### src/rtl/seven_segment_scan_driver.sv
// Time-multiplexed N-digit 7-segment driver with a guard slot, frame-synchronous commit,
// leading-zero suppression, blanking/blink, decimal points and selectable pin polarity.
module seven_segment_scan_driver #(
    parameter int NUM_DIGITS     = 4,
    parameter int REFRESH_DIV    = 1000,
    parameter int BLINK_DIV      = 64,
    parameter bit SEG_ACTIVE_LOW = 1'b0,
    parameter bit DIG_ACTIVE_LOW = 1'b0
) (
    input  logic                      clk,
    input  logic                      rst_n,
    input  logic                      load,
    input  logic [4*NUM_DIGITS-1:0]   data_in,
    input  logic [NUM_DIGITS-1:0]     dp_in,
    input  logic [NUM_DIGITS-1:0]     blank_in,
    input  logic [NUM_DIGITS-1:0]     blink_en,
    input  logic                      lz_suppress,
    output logic [6:0]                seg_out,
    output logic                      dp_out,
    output logic [NUM_DIGITS-1:0]     digit_en,
    output logic                      frame_tick
);

    localparam int SLOT_W = (REFRESH_DIV > 1) ? $clog2(REFRESH_DIV) : 1;
    localparam int IDX_W  = (NUM_DIGITS > 1)  ? $clog2(NUM_DIGITS)  : 1;
    localparam int FRM_W  = (BLINK_DIV > 1)   ? $clog2(BLINK_DIV)   : 1;
    localparam logic [SLOT_W-1:0] SLOT_LAST = SLOT_W'(REFRESH_DIV - 1);
    localparam logic [IDX_W-1:0]  IDX_LAST  = IDX_W'(NUM_DIGITS - 1);
    localparam logic [FRM_W-1:0]  FRM_LAST  = FRM_W'(BLINK_DIV - 1);

    function automatic logic [6:0] hex_to_seg(input logic [3:0] nib);
        case (nib)
            4'h0: hex_to_seg = 7'h3F;  4'h1: hex_to_seg = 7'h06;
            4'h2: hex_to_seg = 7'h5B;  4'h3: hex_to_seg = 7'h4F;
            4'h4: hex_to_seg = 7'h66;  4'h5: hex_to_seg = 7'h6D;
            4'h6: hex_to_seg = 7'h7D;  4'h7: hex_to_seg = 7'h07;
            4'h8: hex_to_seg = 7'h7F;  4'h9: hex_to_seg = 7'h6F;
            4'hA: hex_to_seg = 7'h77;  4'hB: hex_to_seg = 7'h7C;
            4'hC: hex_to_seg = 7'h39;  4'hD: hex_to_seg = 7'h5E;
            4'hE: hex_to_seg = 7'h79;  default: hex_to_seg = 7'h71;
        endcase
    endfunction

    logic [SLOT_W-1:0]         r_slot_cnt;
    logic [IDX_W-1:0]          r_digit_idx;
    logic [FRM_W-1:0]          r_frame_cnt;
    logic                      r_blink_phase;
    logic [4*NUM_DIGITS-1:0]   r_pend_data,  r_disp_data;
    logic [NUM_DIGITS-1:0]     r_pend_dp,    r_disp_dp;
    logic [NUM_DIGITS-1:0]     r_pend_blank, r_disp_blank;
    logic [NUM_DIGITS-1:0]     r_pend_blink, r_disp_blink;
    logic [6:0]                r_seg;
    logic                      r_dp;
    logic [NUM_DIGITS-1:0]     r_digit_en;
    logic                      r_frame_tick;

    logic                      w_slot_wrap;
    logic                      w_frame_end;
    logic                      w_commit;
    logic                      w_guard;
    logic [NUM_DIGITS-1:0]     w_onehot;
    logic [NUM_DIGITS-1:0]     w_suppress;
    logic [3:0]                w_nibble;
    logic                      w_sel_dp, w_sel_blank, w_sel_blink, w_sel_supp;
    logic                      w_blanked;
    logic [6:0]                w_seg_next;
    logic                      w_dp_next;

    assign w_slot_wrap = (r_slot_cnt == SLOT_LAST);
    assign w_frame_end = w_slot_wrap && (r_digit_idx == IDX_LAST);
    assign w_commit    = (r_slot_cnt == '0) && (r_digit_idx == '0);
    assign w_guard     = (r_slot_cnt == '0);
    assign w_onehot    = NUM_DIGITS'(1) << r_digit_idx;

    // A digit is a leading zero when it and every more-significant nibble are zero.
    always_comb begin
        logic zero_run;
        zero_run    = 1'b1;
        w_suppress  = '0;
        w_nibble    = 4'h0;
        w_sel_dp    = 1'b0;
        w_sel_blank = 1'b0;
        w_sel_blink = 1'b0;
        w_sel_supp  = 1'b0;
        for (int k = NUM_DIGITS - 1; k >= 1; k--) begin
            zero_run      = zero_run && (r_disp_data[4*k +: 4] == 4'h0);
            w_suppress[k] = lz_suppress && zero_run;
        end
        for (int k = 0; k < NUM_DIGITS; k++) begin
            if (r_digit_idx == IDX_W'(k)) begin
                w_nibble    = r_disp_data[4*k +: 4];
                w_sel_dp    = r_disp_dp[k];
                w_sel_blank = r_disp_blank[k];
                w_sel_blink = r_disp_blink[k];
                w_sel_supp  = w_suppress[k];
            end
        end
    end

    assign w_blanked  = w_guard || w_sel_blank || (w_sel_blink && r_blink_phase);
    assign w_seg_next = (w_blanked || w_sel_supp) ? 7'h00 : hex_to_seg(w_nibble);
    assign w_dp_next  = !w_blanked && w_sel_dp;

    always_ff @(posedge clk or negedge rst_n) begin
        if (!rst_n) begin
            r_slot_cnt    <= '0;
            r_digit_idx   <= '0;
            r_frame_cnt   <= '0;
            r_blink_phase <= 1'b0;
        end else begin
            if (w_slot_wrap) begin
                r_slot_cnt  <= '0;
                r_digit_idx <= (r_digit_idx == IDX_LAST) ? '0 : r_digit_idx + IDX_W'(1);
            end else begin
                r_slot_cnt  <= r_slot_cnt + SLOT_W'(1);
            end
            if (w_frame_end) begin
                if (r_frame_cnt == FRM_LAST) begin
                    r_frame_cnt   <= '0;
                    r_blink_phase <= ~r_blink_phase;
                end else begin
                    r_frame_cnt   <= r_frame_cnt + FRM_W'(1);
                end
            end
        end
    end

    // Pending takes any load; display only changes at the frame boundary so nothing tears.
    always_ff @(posedge clk or negedge rst_n) begin
        if (!rst_n) begin
            r_pend_data  <= '0;
            r_pend_dp    <= '0;
            r_pend_blank <= '0;
            r_pend_blink <= '0;
            r_disp_data  <= '0;
            r_disp_dp    <= '0;
            r_disp_blank <= '0;
            r_disp_blink <= '0;
        end else begin
            if (load) begin
                r_pend_data  <= data_in;
                r_pend_dp    <= dp_in;
                r_pend_blank <= blank_in;
                r_pend_blink <= blink_en;
            end
            if (w_commit) begin
                r_disp_data  <= r_pend_data;
                r_disp_dp    <= r_pend_dp;
                r_disp_blank <= r_pend_blank;
                r_disp_blink <= r_pend_blink;
            end
        end
    end

    always_ff @(posedge clk or negedge rst_n) begin
        if (!rst_n) begin
            r_seg        <= 7'h00;
            r_dp         <= 1'b0;
            r_digit_en   <= '0;
            r_frame_tick <= 1'b0;
        end else begin
            r_seg        <= w_seg_next;
            r_dp         <= w_dp_next;
            r_digit_en   <= w_guard ? '0 : w_onehot;
            r_frame_tick <= w_commit;
        end
    end

    assign seg_out    = r_seg ^ {7{SEG_ACTIVE_LOW}};
    assign dp_out     = r_dp ^ SEG_ACTIVE_LOW;
    assign digit_en   = r_digit_en ^ {NUM_DIGITS{DIG_ACTIVE_LOW}};
    assign frame_tick = r_frame_tick;

endmodule

### config.mk
export PLATFORM = sky130hd
export DESIGN_NAME = seven_segment_scan_driver
export DESIGN_NICKNAME = d
export VERILOG_FILES = /design/src/rtl/seven_segment_scan_driver.sv
export SDC_FILE = /design/constraint.sdc
export NUM_CORES = 1
export LEC_CHECK = 0
export BUFFER_PORTS_ARGS = -buffer_cell sky130_fd_sc_hd__buf_4
export CAP_MARGIN = 20
export CORE_ASPECT_RATIO = 1.2
export CORE_MARGIN = 5
export CORE_UTILIZATION = 30
export CTS_BUF_LIST = sky130_fd_sc_hd__clkbuf_2
export DETAILED_ROUTE_END_ITERATION = 10
export GPL_TIMING_DRIVEN = 0
export PLACE_DENSITY_LB_ADDON = 0.1
export SKIP_LAST_GASP = 1
export SYNTH_ARGS = -nofsm -noshare
export SYNTH_HDL_FRONTEND = slang
export SYNTH_SLANG_ARGS = --single-unit
### constraint.sdc
create_clock -name clk -period 2.3 [get_ports clk]
set_clock_uncertainty 0.1 [all_clocks]
set_input_delay 0.23 -clock clk [delete_from_list [all_inputs] [get_ports clk]]
set_output_delay 0.23 -clock clk [all_outputs]
set_load 0.005 [all_outputs]
### Yosys cells after proc, flatten, opt, wreduce, memory -nomap -nowiden

Memory sizes are Yosys's and may differ from the RTL's.
Index checks and enable logic that the tools add are counted.

| storage, ports and cells | value |
|---|---|
| register bits after elaboration | 88 |
| ROM bits | 112 |
| output and inout bits | 13 |
| logic and storage cells | 70 |
| memories kept | 1 |

Memories:

| memory | words | bits a word | rd ports | clocked after memory_dff | write ports | RTL line | text |
|---|---|---|---|---|---|---|---|
| (name not given) | 16 | 7 | 1 | 0 | 0 | 32 | `case (nib)` |

| cells by class | value |
|---|---|
| add/subtract/negate cells | 3 |
| equal/unequal tests | 5 |
| shift-type cells | 1 |
| mux-type cells | 24 |
| bitwise operators | 1 |
| reduce and logical (&&, ||, !) cells | 19 |

Operators by type and width:

| kind | number |
|---|---|
| two-way mux 4 bit | 5 |
| two-way mux 1 bit | 15 |
| zero test 4 bit | 3 |
| adder 10 x 1 -> 10 bit (second input constant) | 1 |
| == test 10 bit (second input constant) | 1 |
| zero test 10 bit | 1 |
| two-way mux 10 bit | 1 |
| logical AND 1 bit | 9 |
| two-way mux 7 bit | 1 |
| adder 6 x 1 -> 6 bit (second input constant) | 1 |
| == test 6 bit (second input constant) | 1 |
| two-way mux 6 bit | 1 |
| == test 2 bit (second input constant) | 2 |
| left shift 1 x 2 -> 4 bit (first input constant) | 1 |
| logical OR 1 bit | 3 |
| adder 2 x 1 -> 2 bit (second input constant) | 1 |
| == test 2 x 1 -> 1 bit (second input constant) | 1 |
| zero test 2 bit | 1 |
| two-way mux 2 bit | 1 |
| AND reduction 2 bit | 1 |
| zero test 1 bit | 1 |
| NOT 1 bit | 1 |

### Depth between registers and ports, before layout

Gate-level depths: netlist (run 1).

| depth | value |
|---|---|
| depth after elaboration | 9 |
| mapped depth | 11 |
| gate-level depth less buffers | 10 |

### Worst setup path after synthesis (run 1)

Ideal clock, no wire load.

| path | value |
|---|---|
| path kind | register to register |
| from | reg r_digit_idx[0] |
| to | reg r_seg[5] (netlist: seg_out[5]) |
| arrival time | 2.192 ns |
| setup slack | -0.095 ns |
| cell stages (with the launch flop) | 10 |
| buffers on the path | 0 |
| cell sequence | dfrtp_1 inv_1 ha_1 nand2b_4 o221ai_1 inv_1 ha_1 nor3_1 a21oi_1 a221oi_1 |

| between the ends | value |
|---|---|
| word-level cells in the longest chain between the ends | 9 |
| elaborated cells between the ends (all ways) | 25 |
| classes of those cells | eq/ne (3); mux (16); reduce/logical (5); memory (1) |

Ends and longest elaborated chain:

| item | RTL line | text |
|---|---|---|
| from (decl) | 45 | `logic [IDX_W-1:0] r_digit_idx;` |
| from (signal assigned) | 113 | `r_digit_idx <= (r_digit_idx == IDX_LAST) ? '0 : r_digit_idx + IDX_W'(1);` |
| branches (longest 8 deep; another with memory read (16 x 7 bit)) | - |  |
| two-way mux 7 bit * | 101 | `assign w_seg_next = (w_blanked \|\| w_sel_supp) ? 7'h00 : hex_to_seg(w_nibble);` |
| via w_seg_next[5] | 66 | `logic [6:0] w_seg_next;` |
| to (signal assigned) | 162 | `r_seg <= w_seg_next;` |
| to (decl) | 52 | `logic [6:0] r_seg;` |

Mark *: on every way through the listed nets, which the timed path passes.
A chain may end at the register's enable or synchronous reset.

### Worst setup path after layout (run 1)

| path | value |
|---|---|
| from | reg r_digit_idx[0] |
| to | reg r_seg[4] (netlist: seg_out[4]) |

The elaborated chain is that of the path after synthesis.

==> flow_summary.toml, run 1 <==
[layout]
diodes = 0
final_nets = 470
finalNonFillerCells = 598
n_fill_cell = 1290
seqCellArea_um2 = 2203
multi_input_area_um2 = 1871
area_growth_pct = 33.27
drive_gt1_share_pct = 41.16

[setup_path]
r2r_slack_ns = 0.06
cp_max_fo = 8
r2r_cells = 10
critPathKind = "reg -> reg"
cp-end-kind = "flip-flop"
crit_required_ns = 2.66
crit_arrival_ns = 2.60
cp-start-kind = "flip-flop"
reg2reg_from = "r_digit_idx[0]$_DFFE_PN0N_"
reg2reg_to = "seg_out[4]$_DFF_PN0_"

[clock_network]
clk_pin_slew_ns = 0.24
clockBufferDepth = 2
cts_num_sinks = 88
cts_buffers = 9
worstSkewPairLatency_ns = 0.53
htree_levels = 3
cts_tree = "done"
root_buffer = "clkbuf_2"

[timing]
fmax_mhz = 447.1
final-hold-violation-count = 0
rsz0062_at_grt = "yes"
fin_crit_ns = 2.237
worst_pin_slew_ns = 0.5368
drv_slew = 0
fin_crit_sh_pct = 97.25
maxSlewHeadroom_pct = 64.21
whs_ns = 0.05694
finalSetupViolations = 0

[placement]
dp_hpwl_um = 5969
dp_cells = 534
gp_congestion = 0.7250
numPortBuffers = 43

[logic_synthesis]
yosysSeqAreaShare_pct = 54.47
ys_types = 56
syn_area_um2 = 4043
ys.flop_type = "dfrtp_1"
synth_seq_cells = 88
ys_warn_count = 0
post-synth-top-area-fraction_pct = 54.47
netlist_top_cells_count = "dfrtp_1 (88), mux2_2 (48), nand2_1 (19)"
synth.avg_cell_area_um2 = 12.55
synth.area.top_cells = "dfrtp_1 (54%), mux2_2 (13%), ha_1 (4.0%), mux2_4 (3.3%), nand2_1 (1.8%)"
synth_edf_count = 0
yosys.area.top_type = "dfrtp_1"
synth_most_common_cell = "dfrtp_1"
synth_fp_nets = 367
async_reset_ff_share_pct = 100.0
synthCells = 322

[drt]
routed_wl_um = 8631
drc = 0
vias = 2757
ant_nets = 0
drt_pass1_iterations = 7
drtIter0Drc = 89
vias_per_cell = 4.610
post_drt_wl_per_cell_um = 14.43

[floorplanning]
die_h_um = 137.2
dieArea_um2 = 15910
initial_core_util_pct = 30.54
core_um2 = 13240
std_cell_rows = 46
io_pins = 45
die_w_um = 116.0

[power]
power.density_nw_per_um2 = 535.5
internal-power_mw = 2.185
leakage_nw = 2.463
switching_share_pct = 24.25
clockPowerShare_pct = 30.3
p_comb_share_pct = 11.2
peakVddDrop_mv = 0.2310
p_switching_mw = 0.6995
p_seq_share_pct = 58.4

[worst_hold_path]
min_path_type = "in -> async"

[run]
drv_cap = 0

[global_routing]
grt_max_degree = 57
grt_pass1_wl_um = 14570
grt_pass1_vias = 2853
grtUsageTotal_pct = 11.76
grt_overflow = 0
antenna_found_initial = 0

[status]
status = "finished clean"
[stage by stage]
| stage | TNS (ns) | power, mW | area (um2) | setup WS, ns | util [%] |
|---|---|---|---|---|---|
| 2_1_floorplan | 0 | 1.838 | 4049 | 0.07068 | - |
| 5_1_grt | -0.3034 | 3.045 | 5388 | -0.06156 | 40.70 |
| 4_1_cts | 0 | 2.928 | 5239 | 0.004052 | 39.57 |
| 6_report | 0 | 2.885 | 5388 | 0.06320 | 40.70 |
| 3_3_place_gp | -1.108 | 1.967 | 4582 | -0.3577 | 34.61 |
| 3_5_place_dp | -1.238 | 1.981 | 4609 | -0.4057 | 34.82 |
[worst max path at each step]
stage	start	end	slack, ns	cells past startpoint
floorplan	r_digit_idx[0]$_DFFE_PN0N_	seg_out[5]$_DFF_PN0_	0.07	9
global placement	r_digit_idx[0]$_DFFE_PN0N_	seg_out[5]$_DFF_PN0_	-0.36	9
detailed placement	r_digit_idx[0]$_DFFE_PN0N_	seg_out[5]$_DFF_PN0_	-0.41	9
CTS	r_digit_idx[0]$_DFFE_PN0N_	r_frame_cnt[5]$_DFFE_PN0N_	0.004	8
global route	r_digit_idx[0]$_DFFE_PN0N_	seg_out[0]$_DFF_PN0_	-0.06	9
finish	r_digit_idx[0]$_DFFE_PN0N_	seg_out[4]$_DFF_PN0_	0.06	10
[per-layer routing]
metal	share of wire, %	vias to the layer above	track usage (%)
met1	45	1353	15.81
met4	1.1	0	4.062
met2	50	51	18.81
li1	-	1347	-
met3	3.7	6	2.433
met5	0	-	0
[power by group through the flow]
stage	Sequential [mW]	Clock, mW	Combinational (mW)
after floorplan	1.70	0	0.140
after detailed placement	1.71	0	0.266
after global routing	1.70	0.984	0.360
after global placement	1.71	0	0.253
after CTS	1.69	0.924	0.316
final	1.69	0.875	0.323
[flip-flops by register name, summed over array words and instances, names as in the netlist]
| register | flops |
|---|---|
| dp_out | 1 |
| r_disp_data | 16 |
| r_disp_blink | 4 |
| r_slot_cnt | 10 |
| r_pend_blank | 4 |
| frame_tick | 1 |
| r_frame_cnt | 6 |
| r_blink_phase | 1 |
| r_disp_blank | 4 |
| digit_en | 4 |
| r_pend_dp | 4 |
| r_digit_idx | 2 |
| r_disp_dp | 4 |
| r_pend_blink | 4 |
| r_pend_data | 16 |
| seg_out | 7 |
[cell families after synthesis]
kind of cell | Yosys count | share of synthesized area [%]
flops | 88 | 54.47
buf+inv | 23 | 3.095
compound gates | 46 | 8.016
simple gates | 84 | 11.24
mux | 59 | 17.21
fa+ha+maj | 13 | 4.024
xor+xnor | 9 | 1.950
[layout by cell type (no fill, tap or decap), types with 8 or more instances in the layout]
| master | n |
|---|---|
| nand2_1 | 19 |
| a21oi_1 | 10 |
| dlygate4sd3_1 | 29 |
| dfrtp_1 | 87 |
| nand3_1 | 10 |
| mux2_4 | 9 |
| nor2_1 | 17 |
| clkbuf_2 | 9 |
| buf_6 | 8 |
| mux2_2 | 48 |
| buf_4 | 56 |
[timing repair]
| item | in CTS | in global routing |
|---|---|---|
| setup buffers | 11 | 8 |
| hold buffers | 29 | 0 |
| hold endpoints to repair | 116 | 0 |
| pin swaps | 7 | 7 |
| gates resized for setup | 22 | 20 |
| endpoints found under the setup margin | 7 | 11 |
| cloned | 0 | 0 |
[worst max-delay path, cell delays in order (launching register included)]
cell and delay [ns]:
dfrtp_2 0.50, inv_4 0.10, ha_4 0.13, buf_6 0.09, buf_4 0.13, nand2_1 0.05, o211a_2 0.30, or2_1 0.23
buf_6 0.14, mux2i_1 0.13, a221oi_2 0.27
[final cells by class]
| class | instances | area share, % |
|---|---|---|
| buffer | 12 | 1.881 |
| timing repair buffer | 92 | 15.28 |
| inverter | 11 | 0.8825 |
| sequential | 88 | 40.90 |
| tap | 168 | 3.902 |
| multi-input combinational | 211 | 34.72 |
| clock inverter | 7 | 1.602 |
| clock buffer | 9 | 0.8360 |
No activity file was read; power rests on OpenSTA's default activity.
==> run 2: changes to the inputs <==
- CTS_BUF_LIST: sky130_fd_sc_hd__clkbuf_2 -> sky130_fd_sc_hd__clkbuf_2 sky130_fd_sc_hd__clkbuf_4 sky130_fd_sc_hd__clkbuf_8
==> flow_summary.toml, run 2 (synthesis gave the netlist of run 1 again) <==
[floorplanning]
dieArea_um2 = 15910
core_um2 = 13240
io_pins = 45
initial_core_util_pct = 30.54
std_cell_rows = 46
die_w_um = 116.0
die_h_um = 137.2

[placement]
numPortBuffers = 43
gp_congestion = 0.7250
dp_slack_ns = -0.4057
dp_cells = 534
dp_hpwl_um = 5969

[setup_path]
crit_required_ns = 2.46
r2r_slack_ns = 0.07
r2r_cells = 10
reg2reg_from = "r_digit_idx[0]$_DFFE_PN0N_"
cp-start-kind = "flip-flop"
crit_arrival_ns = 2.40
cp_max_fo = 10
cp-end-kind = "flip-flop"
reg2reg_to = "seg_out[5]$_DFF_PN0_"
critPathKind = "reg -> reg"

[layout]
area_growth_pct = 33.98
multi_input_area_um2 = 1869
final_common_cell = "dfrtp_1"
drive_gt1_share_pct = 41.75
diodes = 0
final_nets = 464
seqCellArea_um2 = 2203
finalNonFillerCells = 592
n_fill_cell = 1282
mostFrequentLayoutCells = "dfrtp_1 (87), buf_4 (55), mux2_2 (48)"
top_regs = "r_disp_data: 16 flops, r_pend_data: 16 flops, r_slot_cnt: 10 flops"
final_core_util_pct = 40.92

[drt]
vias = 2732
drtIter0Drc = 75
drt_pass1_iterations = 6
drc = 0
post_drt_wl_per_cell_um = 14.52
vias_per_cell = 4.615
ant_nets = 0
routed_wl_um = 8593

[timing]
fin_ws_ns = 0.06851
worst_pin_slew_ns = 0.5401
rsz0062_at_grt = "yes"
fin_crit_sh_pct = 97.02
final-hold-violation-count = 0
maxSlewHeadroom_pct = 63.99
setup_tns_ns = 0
fmax_mhz = 448.1
finalSetupViolations = 0
drv_slew = 0
fin_crit_ns = 2.231

[clock_network]
root_buffer = "clkbuf_8"
cts_tree = "done"
cts_num_sinks = 88
cts_buffers = 9
clockBufferDepth = 2
htree_levels = 3
clk_pin_slew_ns = 0.09
worstSkewPairLatency_ns = 0.35

[power]
peakVddDrop_mv = 0.3094
finalPower_mw = 3.223
power.density_nw_per_um2 = 595.1
leakage_nw = 2.460

[status]
status = "finished clean"

[run]
drv_cap = 0

[worst_hold_path]
min_to = "r_pend_blank[0]$_DFFE_PN0P_"
holdPathStages = 2
min_path_type = "in -> reg"
min_from = "blank_in[0]"

[global_routing]
grt_pass1_wl_um = 14390
grtUsageTotal_pct = 11.58
grt_pass1_vias = 2772
grt_overflow = 0
grt_max_degree = 57
antenna_found_initial = 0
[run 2: worst max-delay path, stage by stage, from the launching register on]
cell	delay, ns
dfrtp_2	0.45
ha_2	0.20
buf_6	0.15
nor2_4	0.15
o211ai_1	0.15
o221ai_4	0.13
inv_2	0.10
ha_4	0.19
nor3_4	0.22
a21oi_2	0.05
a221oi_2	0.25
[run 2: routing by layer]
metal / wire (um) / global-route usage [%] / up-vias
met4: 122 / 3.868 / 0
met2: 4218 / 18.27 / 45
li1: - / - / 1334
met5: 0 / 0 / -
met3: 326 / 2.521 / 9
met1: 3925 / 15.78 / 1344
[run 2: worst max-delay path by stage]
stage / start / endpoint / slack (ns)
after floorplan: r_digit_idx[0]$_DFFE_PN0N_ / seg_out[5]$_DFF_PN0_ / 0.07
after global placement: r_digit_idx[0]$_DFFE_PN0N_ / seg_out[5]$_DFF_PN0_ / -0.36
after detailed placement: r_digit_idx[0]$_DFFE_PN0N_ / seg_out[5]$_DFF_PN0_ / -0.41
final: r_digit_idx[0]$_DFFE_PN0N_ / seg_out[5]$_DFF_PN0_ / 0.07
after global routing: r_digit_idx[0]$_DFFE_PN0N_ / seg_out[5]$_DFF_PN0_ / -0.07
after CTS: r_digit_idx[0]$_DFFE_PN0N_ / seg_out[5]$_DFF_PN0_ / -0.03
[run 2: power by group]
| group | total (mW) | switching (mW) | internal (mW) |
|---|---|---|---|
| Clock | 1.22 | 0.551 | 0.670 |
| Sequential | 1.68 | 0.0494 | 1.63 |
| Combinational | 0.319 | 0.126 | 0.194 |
| Total | 3.22 | 0.726 | 2.50 |
[run 2: metrics by stage]
step	cell area, um2	hold WS [ns]
5_1_grt	5416	0.004761
3_3_place_gp	4582	0.3633
3_5_place_dp	4609	0.1130
6_report	5416	0.02118
4_1_cts	5250	0.001205
2_1_floorplan	4049	-0.1656
[run 2: area by class of cell]
type	instances	share of cell area [%]
multi-input cells	211	34.51
clock inverters	5	1.455
repair buffers	86	13.93
well taps	168	3.881
clock buffers	11	2.795
plain buffers	12	1.871
inverters	11	0.8778
flip-flops and latches	88	40.68
[run 2: repair_timing]
action | 4_1_cts | 5_1_grt
resized for setup | 14 | 26
endpoints found under the hold margin | 57 | 0
hold buffers | 26 | 0
buffers inserted | 9 | 7
setup endpoints to repair | 6 | 9
pin swaps | 5 | 14
